==> src/rtl/multicycle_control_unit.sv <==
// -----------------------------------------------------------------------------
// multicycle_control_unit
//
// Multi-cycle instruction sequencer. It accepts one opcode per instruction
// from the fetch stage, walks it through DECODE / EXEC / MEM / WB, and drives
// the register file, ALU and data memory strobes. It also counts retired
// instructions.
//
// Handshakes:
//   instr_valid/instr_ready : the opcode transfers on a rising edge where both
//                             are high. instr_ready is high only in IDLE (and
//                             never while rst=1). While instr_ready is low,
//                             instr_valid and opcode are ignored.
//   mem_read|mem_write/ack  : the request is held high in every MEM cycle.
//                             mem_ack is sampled in each MEM cycle. If it is
//                             missing for MEM_TIMEOUT cycles, the access is
//                             abandoned and timeout_err pulses for one cycle.
//
// Optional feature macro: ILLEGAL_TRAP_EN
//   defined   : an illegal opcode parks the unit in TRAP until trap_clear.
//   undefined : an illegal opcode is dropped as a NOP. trap is tied to 0 and
//               trap_clear is ignored.
//
// Ports:
//   clk, rst (sync, active-high)
//   instr_valid, instr_ready, opcode[OPCODE_W]  - instruction handshake
//   zero_flag                                   - ALU zero flag, used by BRZ
//   mem_ack                                     - data memory completion
//   reg_write, mem_read, mem_write              - datapath strobes
//   branch_taken                                - branch redirect pulse
//   alu_op[2]                                   - 00 ADD, 01 SUB, 10 AND, 11 OR
//   busy, timeout_err, trap, trap_clear         - status / trap control
//   retired_count[CNT_W]                        - retired instruction count
// -----------------------------------------------------------------------------
module multicycle_control_unit #(
    parameter int OPCODE_W    = 4,
    parameter int MEM_TIMEOUT = 15,
    parameter int CNT_W       = 16
) (
    input  logic                clk,
    input  logic                rst,
    input  logic                instr_valid,
    output logic                instr_ready,
    input  logic [OPCODE_W-1:0] opcode,
    input  logic                zero_flag,
    input  logic                mem_ack,
    output logic                reg_write,
    output logic                mem_read,
    output logic                mem_write,
    output logic                branch_taken,
    output logic [1:0]          alu_op,
    output logic                busy,
    output logic                timeout_err,
    output logic                trap,
    input  logic                trap_clear,
    output logic [CNT_W-1:0]    retired_count
);

    typedef enum logic [2:0] {
        S_IDLE   = 3'd0,
        S_DECODE = 3'd1,
        S_EXEC   = 3'd2,
        S_MEM    = 3'd3,
        S_WB     = 3'd4,
        S_TRAP   = 3'd5
    } state_t;

    // The wait counter only needs to reach MEM_TIMEOUT-1.
    localparam int WAIT_W = (MEM_TIMEOUT > 1) ? $clog2(MEM_TIMEOUT) : 1;
    localparam logic [WAIT_W-1:0] WAIT_LAST = WAIT_W'(MEM_TIMEOUT - 1);

    localparam logic [OPCODE_W-1:0] OP_BRZ   = OPCODE_W'(4);
    localparam logic [OPCODE_W-1:0] OP_LOAD  = OPCODE_W'(5);
    localparam logic [OPCODE_W-1:0] OP_STORE = OPCODE_W'(6);

    state_t              state;
    logic [OPCODE_W-1:0] op_q;
    logic [WAIT_W-1:0]   wait_cnt;

    // Classify the latched opcode. Any bit above bit 2 makes the opcode
    // illegal. The shift form also works when OPCODE_W is exactly 3.
    logic op_hi_set;
    logic is_alu;
    logic is_brz;
    logic is_load;
    logic is_store;

    assign op_hi_set = (op_q >> 3) != '0;
    assign is_alu    = !op_hi_set && !op_q[2];
    assign is_brz    = (op_q == OP_BRZ);
    assign is_load   = (op_q == OP_LOAD);
    assign is_store  = (op_q == OP_STORE);

`ifndef ILLEGAL_TRAP_EN
    logic unused_trap_clear;
    assign unused_trap_clear = trap_clear;
`endif

    always_ff @(posedge clk) begin
        if (rst) begin
            state         <= S_IDLE;
            op_q          <= '0;
            wait_cnt      <= '0;
            retired_count <= '0;
            timeout_err   <= 1'b0;
        end else begin
            timeout_err <= 1'b0;
            case (state)
                S_IDLE: begin
                    if (instr_valid) begin
                        op_q  <= opcode;
                        state <= S_DECODE;
                    end
                end
                S_DECODE: begin
                    if (is_alu || is_brz) begin
                        state <= S_EXEC;
                    end else if (is_load || is_store) begin
                        wait_cnt <= '0;
                        state    <= S_MEM;
                    end else begin
`ifdef ILLEGAL_TRAP_EN
                        state <= S_TRAP;
`else
                        state <= S_IDLE;
`endif
                    end
                end
                S_EXEC: begin
                    if (is_brz) begin
                        // A branch retires whether or not it is taken.
                        state         <= S_IDLE;
                        retired_count <= retired_count + CNT_W'(1);
                    end else begin
                        state <= S_WB;
                    end
                end
                S_MEM: begin
                    // An ack in the last allowed cycle still completes.
                    if (mem_ack) begin
                        if (is_load) begin
                            state <= S_WB;
                        end else begin
                            state         <= S_IDLE;
                            retired_count <= retired_count + CNT_W'(1);
                        end
                    end else if (wait_cnt == WAIT_LAST) begin
                        state       <= S_IDLE;
                        timeout_err <= 1'b1;
                    end else begin
                        wait_cnt <= wait_cnt + WAIT_W'(1);
                    end
                end
                S_WB: begin
                    state         <= S_IDLE;
                    retired_count <= retired_count + CNT_W'(1);
                end
                S_TRAP: begin
`ifdef ILLEGAL_TRAP_EN
                    if (trap_clear) begin
                        state <= S_IDLE;
                    end
`else
                    state <= S_IDLE;
`endif
                end
                default: state <= S_IDLE;
            endcase
        end
    end

    // Outputs are decoded from the state register and op_q. The only input
    // that reaches an output combinationally is zero_flag, into branch_taken.
    // instr_ready is also gated by rst.
    always_comb begin
        instr_ready  = 1'b0;
        busy         = 1'b1;
        reg_write    = 1'b0;
        mem_read     = 1'b0;
        mem_write    = 1'b0;
        branch_taken = 1'b0;
        alu_op       = 2'b00;
        trap         = 1'b0;
        case (state)
            S_IDLE: begin
                busy        = 1'b0;
                instr_ready = !rst;
            end
            S_EXEC: begin
                if (is_alu) alu_op = op_q[1:0];
                if (is_brz) branch_taken = zero_flag;
            end
            S_MEM: begin
                mem_read  = is_load;
                mem_write = is_store;
            end
            S_WB: begin
                reg_write = 1'b1;
                // A load write-back leaves alu_op at 00.
                if (is_alu) alu_op = op_q[1:0];
            end
            S_TRAP: begin
`ifdef ILLEGAL_TRAP_EN
                trap = 1'b1;
`endif
            end
            default: ;
        endcase
    end

endmodule

==> config.mk <==
export PLATFORM = sky130hd
export DESIGN_NAME = multicycle_control_unit
export DESIGN_NICKNAME = d
export VERILOG_FILES = /design/src/rtl/multicycle_control_unit.sv
export SDC_FILE = /design/constraint.sdc
export NUM_CORES = 1
export LEC_CHECK = 0
export CORE_UTILIZATION = 45
export DETAILED_ROUTE_END_ITERATION = 8
export PLACE_DENSITY = 0.75
export SLEW_MARGIN = 15
export SYNTH_ARGS = -nofsm -noshare
export SYNTH_HDL_FRONTEND = slang
export SYNTH_SLANG_ARGS = --single-unit
==> constraint.sdc <==
create_clock -name clk -period 1.55 [get_ports clk]
set_input_delay 0.155 -clock clk [delete_from_list [all_inputs] [get_ports clk]]
set_output_delay 0.155 -clock clk [all_outputs]
set_load 0.005 [all_outputs]
* Yosys cells after proc, flatten, opt, wreduce, memory -nomap -nowiden
Index checks and enable logic that the tools add are counted.
** Word-level totals
- Register bits after elaboration :: 28
- Bits of input ports :: 10
- Output and inout bits :: 26
- Logic and storage cells :: 67
** Cells by class
- Add/subtract/negate cells :: 2
- Equal/unequal tests :: 17
- Mux-type cells :: 27
- Bitwise logic cells :: 1
- Reductions and logical operators :: 15
** Operator list (number)
- 16-bit two-way mux :: 3
- 16-bit one-hot mux with 3 select lines :: 1
- 16-bit by 1-bit adder with 16-bit output (second input constant) :: 1
- 4-bit two-way mux :: 4
- 2-bit != test (second input constant) :: 8
- 3-bit two-way mux :: 5
- 4-bit by 3-bit equality test with 1-bit output (second input constant) :: 3
- 3-bit one-hot mux with 4 select lines :: 1
- 1-bit two-way mux :: 8
- 2-bit two-way mux :: 4
- 4-bit one-hot mux with 2 select lines :: 1
- 3-bit by 2-bit equality test with 1-bit output (second input constant) :: 2
- 5-bit AND reduction :: 1
- 4-bit by 1-bit adder with 4-bit output (second input constant) :: 1
- 4-bit equality test (second input constant) :: 1
- 2-bit AND reduction :: 2
- 4-bit AND reduction :: 1
- 3-bit by 1-bit equality test with 1-bit output (second input constant) :: 1
- 3-bit equality test (second input constant) :: 1
- 1-bit logical NOT :: 3
- 3-bit logical NOT :: 1
- 3-bit != test (second input constant) :: 1
- 3-bit nonzero test :: 1
- 3-bit OR reduction :: 1
- other kinds (5) :: 6

* Logic depth before layout (Yosys ltp)
Gate-level depths: netlist of the first run.
- Depth in word-level cells :: 5
- Mapped depth :: 7
- Mapped depth without buffers :: 6

* Worst setup path before layout of the first run
OpenSTA, ideal clock, no wires.
- Kind :: reg2reg
- Start :: register op_q[1]
- End :: register retired_count[11]
- Setup time :: 0.123 ns
- Arrival :: 1.546 ns
- Required time :: 1.427 ns
- Setup slack :: -0.120 ns
- Cell stages (with the launch flop) :: 6
- Buffers on the path :: 1
- Period minus slack after synthesis :: 1.670 ns
- Cells stage by stage :: dfxtp_1 > buf_4 > nor4b_4 > o211ai_4 > a211oi_1 > mux2_1
** Between the ends
- Longest elaborated chain between the ends :: 3
- Elaborated cells on any way between the ends :: 5
- Those cells by class :: eq/ne (4); reduce/logical (1)
** Ends and longest elaborated chain
- start, declared :: line 77 : logic [OPCODE_W-1:0] op_q;
- start signal, assigned :: line 111 : op_q <= opcode;
- 4-bit by 3-bit equality test with 1-bit output (on tied branches) :: line 91, 90
- 2-bit != test (no line)
- 4-bit AND reduction (no line) (*)
- end signal, assigned :: line 133 : retired_count <= retired_count + CNT_W'(1);
- end signal, assigned :: line 145 : retired_count <= retired_count + CNT_W'(1);
- end signal, assigned :: line 156 : retired_count <= retired_count + CNT_W'(1);
- end, declared :: line 56 : output logic [CNT_W-1:0] retired_count
Mark *: on every way between the ends. The rest lies on a longest branch, timed or not.
A chain may end at the register's enable or synchronous reset.

* Worst setup path after layout of the first run
- Start :: register op_q[3]
- End :: register retired_count[13]
The elaborated chain is that of the path after synthesis.

==> reports/summary.txt, run 1 <==
H-tree depth reported by CTS: 1
I/O pin count: 36
Vias in the first global route: 1649
Max Cap Viol: 0
Area Overhead vs Synth: 68.8%
Setup tns final: -5070 ps
CTS Sinks: 28
Cells after synthesis: 191
CTS tree: yes
Drt first pass iters: 4
Max Slew Vio Count: 0
Share of layout cells above drive strength 1: 0.478
Post-Synthesis Cell Area: 0.00164 mm^2
Worst setup EP type: flop
Clk root buf: clkbuf_4
Worst vdd ir: 0.363 mV
Hold EP: op_q[3]
Via count: 1797
Worst path cell trace: buf_6 > nor4b_4 > buf_4 > o211ai_4 > a211oi_2 > mux2_1
Final Setup Violations: 29
Outcome: complete, but fails checks
Vias per cell: 5.55
Total power draw: 0.00148 W
Final GP Congestion: 0.816
Clk_lat worst skew: 340 ps
Critical-path maximum fanout: 7
CP Class: reg -> reg
Post-synth EDFFs: 0
CP peak stage delay: 380 ps
FF-to-FF End: retired_count[13]
Commonest non-fill, non-tap cell in the layout: buf_4
Highest-delay cell along the critical path: dfxtp_4
Syn Area/Cell: 8.57 um^2
Failing checks: negative setup slack
R2R Setup Slk: -290 ps
Gr ovfl total: 0
Starting Density: 0.479
Max Clock Freq: 544 MHz
Most frequent cells in the layout: buf_4 (51), clkdlybuf4s50_1 (25), nor2_1 (21)
Worst-path clk slew: 170 ps
Final Critical Period: 1840 ps
DRC Markers: 0
Largest net degree at the start of global routing: 25
CP top delay family: compound AO/OA/AOI/OAI gates
GRT Total Usage: 0.242
Clock buffer depth: 2
Top FF cell, synth: dfxtp_1
Worst EP required: 1780 ps
Leak: 1.08 nW
Final Hold Viols: 0
CP Buf/Inv Count: 2
# nets final: 292
Crit Reg-Reg Startpoint: op_q[3]
Hold depth: 3
Worst R2R Path Depth: 6
Post-synth cell types: 44
Final worst setup slack: -289 ps
Rows: 21
RSZ-0062 raised after global routing: yes
Cell Pwr Density: 534 mW/mm^2
Ant. Diodes: 0
PortBufs: 33
Cts bufs inserted: 3
Synth Warn #: 0
Worst Hold Launch: opcode[3]
Total wire length: 5440 um
Initial antenna violation count: 0
Final antenna-violating net count: 0
Hold crit path type: in -> reg
Core area: 0.00342 mm^2
Total Die Area: 0.00388 mm^2
Per-cell routed wire length: 16.8 um
Critical path arrival: 2070 ps
Post-Route Skew: 19.7 ps
Die height: 62.3 um
Post-synthesis sequential area ratio: 0.343
Mapped Nets: 204
Fraction of registers with async set/reset: 0
Violation count after the first detailed-route iteration: 119
First-pass GRT wire length: 7490 um
Final period util: 1.19
Die width: 62.3 um
Post-DP HPWL: 2900 um
Yosys reg bits: 28
CP Launch Type: flop
worst register-to-register path: stages (launching register included):
cell and delay [ps]:
dfxtp_4 380, buf_6 120, nor4b_4 280, buf_4 190, o211ai_4 130, a211oi_2 290, mux2_1 340
what timing repair did:
action / 4_1_cts / 5_1_grt
resized for setup: 63 / 46
hold buffers: 0 / 0
setup endpoints to repair: 23 / 31
endpoints found under the hold margin: 0 / 0
pin swaps: 15 / 20
setup buffers: 14 / 11
synth_stat cells, types with 2 or more instances:
| library cell | count | area (um^2) |
|---|---|---|
| a211oi_1 | 4 | 30.0 |
| a21oi_1 | 15 | 75.1 |
| a311oi_1 | 2 | 17.5 |
| a31oi_1 | 2 | 12.5 |
| and2_1 | 4 | 25.0 |
| and3_1 | 2 | 12.5 |
| and4_1 | 3 | 26.3 |
| buf_2 | 3 | 15.0 |
| buf_4 | 2 | 15.0 |
| clkbuf_1 | 6 | 22.5 |
| dfxtp_1 | 28 | 561 |
| ha_1 | 3 | 37.5 |
| inv_1 | 5 | 18.8 |
| mux2_1 | 4 | 45.0 |
| mux2_2 | 10 | 113 |
| mux2i_1 | 4 | 40.0 |
| nand2_1 | 7 | 26.3 |
| nand2b_1 | 3 | 18.8 |
| nand3_1 | 11 | 55.1 |
| nand4_1 | 2 | 12.5 |
| nor2_1 | 23 | 86.3 |
| nor2b_1 | 17 | 106 |
| nor3_1 | 4 | 20.0 |
| nor4_1 | 3 | 18.8 |
| nor4b_1 | 2 | 17.5 |
| o21ai_0 | 2 | 10.0 |
| or3_1 | 3 | 18.8 |
layer usage:
metal  wire (um)  share of wire  vias up  GRT usage
met4         184          0.034        0      0.105
met1        2240           0.41      860      0.283
li1            -              -      850          -
met2        2810           0.52       69      0.442
met3         216          0.040       18     0.0276
met5           0              0        -          0
layout make-up:
class                   instances  area (um^2)
inverters                       5         23.8
well taps                      46         57.6
flip-flops and latches         28          582
multi-input cells             146         1260
fillers                       219          653
repair buffers                 95          803
clock buffers                   4         36.3
sequential cells by signal, indices dropped and copies added (netlist names):
signal / count
timeout_err: 1
state: 3
retired_count: 16
op_q: 4
wait_cnt: 4
worst max path at each step:
| stage | startpoint | end | slack (ps) | cells after the start |
|---|---|---|---|---|
| floorplan | state[0] | retired_count[10] | -60 | 5 |
| global placement | mem_ack | retired_count[10] | -260 | 5 |
| detailed placement | mem_ack | retired_count[12] | -270 | 5 |
| CTS | op_q[3] | retired_count[13] | -190 | 6 |
| global route | op_q[3] | retired_count[12] | -320 | 6 |
| finish | op_q[3] | retired_count[13] | -290 | 6 |
cell families after synthesis:
family	share of synthesized area
adders and majority gates	0.0229
AOI/OAI and AO/OA	0.137
muxes	0.121
other	0.00229
and+or+nand+nor	0.317
buffers and inverters	0.0466
xor gates and xnor gates	0.0107
DFF	0.343
report_power, final:
| part | switching (W) | leakage, nW | internal, W |
|---|---|---|---|
| Combinational | 0.000168 | 0.832 | 0.000188 |
| Clock | 0.000228 | 0.0210 | 0.000144 |
| Sequential | 0.0000167 | 0.232 | 0.000732 |
| Total | 0.000413 | 1.08 | 0.00106 |
metrics by stage:
| step | cells | worst slack, ps | area [um^2] | hold WS (ps) | util |
|---|---|---|---|---|---|
| 6_report | 324 | -289 | 2760 | 433 | 0.809 |
| 5_1_grt | 324 | -318 | 2760 | 447 | 0.809 |
| 4_1_cts | 314 | -193 | 2520 | 429 | 0.737 |
| 3_5_place_dp | 296 | -268 | 2270 | 487 | 0.664 |
| 3_3_place_gp | 296 | -260 | 2270 | 482 | 0.664 |
| 2_1_floorplan | 191 | -63.3 | 1660 | 234 | - |
No activity file was read; power rests on OpenSTA's default activity.
==> inputs of run 2 (changes only) <==
PLACE_DENSITY = 0.72   (was 0.75)
clock period = 2.2 ns   (was 1.55 ns; I/O delays follow)
==> run 2 against run 1 <==
Against the previous run: the flow now finishes without violations; first-iteration DRC count is 60% lower; final area decreased by 26%; final cell count down 18%; worst hold slack better by 62 ps; power decreased by 33%; register-to-register slack improved by 680 ps; sequential share of layout area grew 6.4 points; sequential power shrank 28%; wire length is 30% lower; count of clock-buffer cells in the layout shrank 1; non-clock buffer count down 59; largest power group unchanged.
==> reports/summary.txt, run 2 (synthesized netlist as in run 1, its figures left out) <==
Outcome: finished, final reports clean
CTS tree: yes
Metal3 WL: 60 um
Total wire length: 3810 um
Worst setup EP type: output pin
Vias per cell: 5.61
Hold crit path type: in -> reg
Cts bufs inserted: 3
Violation count after the first detailed-route iteration: 48
CP Class: reg -> out
Setup tns final: 0 ps
Top Metal Used: met4
Most flops, register: retired_count
Final period util: 0.936
Largest net degree at the start of global routing: 26
Max Clock Freq: 486 MHz
Max reg flops: 16
Final Hold Viols: 0
Worst path cell trace: inv_1 > nor4_1 > clkdlybuf4s50_1
Die height: 62.3 um
Critical-path maximum fanout: 8
Final antenna-violating net count: 0
Most frequent cells in the layout: clkdlybuf4s50_1 (33), dfxtp_1 (25), nor2_1 (23)
Initial antenna violation count: 0
Ant. Diodes: 0
CP peak stage delay: 550 ps
Worst EP required: 1980 ps
Final GP Congestion: 0.821
Total Die Area: 0.00388 mm^2
Max Cap Viol: 0
Cell Pwr Density: 482 mW/mm^2
Vias in the first global route: 1361
CTS Sinks: 28
H-tree depth reported by CTS: 1
Final worst setup slack: 140 ps
Via count: 1486
Met1 WL: 1820 um
Post-Route Skew: 5.89 ps
First-pass GRT wire length: 6330 um
Commonest non-fill, non-tap cell in the layout: clkdlybuf4s50_1
Final Critical Period: 2060 ps
Highest-delay cell along the critical path: clkdlybuf4s50_1
Worst slack at placement: 218 ps
Worst-path clk slew: 150 ps
RSZ-0062 raised after global routing: no
I/O pin count: 36
Rows: 21
CP Launch Type: flop
Largest regs: retired_count (16), op_q (4), wait_cnt (4)
Starting Density: 0.479
GRT Total Usage: 0.201
Drt first pass iters: 4
Max Slew Vio Count: 0
Per-cell routed wire length: 14.4 um
Met2 wire length: 1870 um
DRC Markers: 0
Worst-margin pin slew: 626 ps
R2R Setup Slk: 390 ps
Slew headroom: 0.582
Hold-fix buffers at CTS: 0
Final Setup Violations: 0
Clk root buf: clkbuf_4
Share of layout cells above drive strength 1: 0.123
Worst vdd ir: 0.343 mV
Clock buffer depth: 2
Die width: 62.3 um
Gr ovfl total: 0
Clk_lat worst skew: 340 ps
PortBufs: 33
Post-DP HPWL: 2750 um
Core area: 0.00342 mm^2
# nets final: 233
Area Overhead vs Synth: 25.7%
Leak: 0.744 nW
Critical path arrival: 1840 ps
run 2: cell count changes in the layout (fill, tap and decap cells not counted), sizes merged:
cell           change
clkdlybuf4s50      +8
buf               -66
clkbuf             -2
bufinv             +1
run 2: final timing paths:
check | from | end | cells past startpoint
min reg2reg | wait_cnt[3] | wait_cnt[3] | 1
max | op_q[1] | mem_write | 3
min | opcode[2] | op_q[2] | 3
max reg2reg | op_q[1] | retired_count[15] | 4
run 2: per-stage QoR:
step	area, um^2	hold WS, ps	total power (W)	instances	utilization
6_report	2060	494	0.000992	265	0.602
5_1_grt	2060	481	0.00103	265	0.602
4_1_cts	2040	483	0.000995	265	0.598
3_5_place_dp	1990	519	0.000657	261	0.582
3_3_place_gp	1990	465	0.000653	261	0.582
2_1_floorplan	1640	299	0.000617	191	-
run 2: area by class of cell:
class	instances	area (um^2)
Clock buffer	3	22.5
Tap cell	46	57.6
Clock inverter	1	30.0
Inverter	5	18.8
Multi-Input combinational cell	146	1010
Timing Repair Buffer	36	353
Fill cell	317	1360
Sequential cell	28	564
run 2: report_power, final:
| part | switching (W) | internal, W | total [W] |
|---|---|---|---|
| combinational | 0.0000561 | 0.0000555 | 0.000112 |
| sequential | 0.0000222 | 0.000517 | 0.000539 |
| clock | 0.000156 | 0.000184 | 0.000341 |
run 2: routing by layer:
| metal | track usage | up-vias |
|---|---|---|
| li1 | - | 734 |
| met1 | 0.258 | 719 |
| met2 | 0.339 | 26 |
| met3 | 0.0221 | 7 |
| met4 | 0.0872 | 0 |
| met5 | 0 | - |
run 2: critical path: cells and delay by family (launching register included):
| kind | cells | cell delay (ps) |
|---|---|---|
| flops | 1 | 540 |
| buf+inv | 2 | 690 |
| simple gates | 1 | 270 |
run 2: what timing repair did:
item / in CTS / in global routing
setup endpoints to repair: 2 / 5
setup buffers: 0 / 0
gates resized for setup: 1 / 4
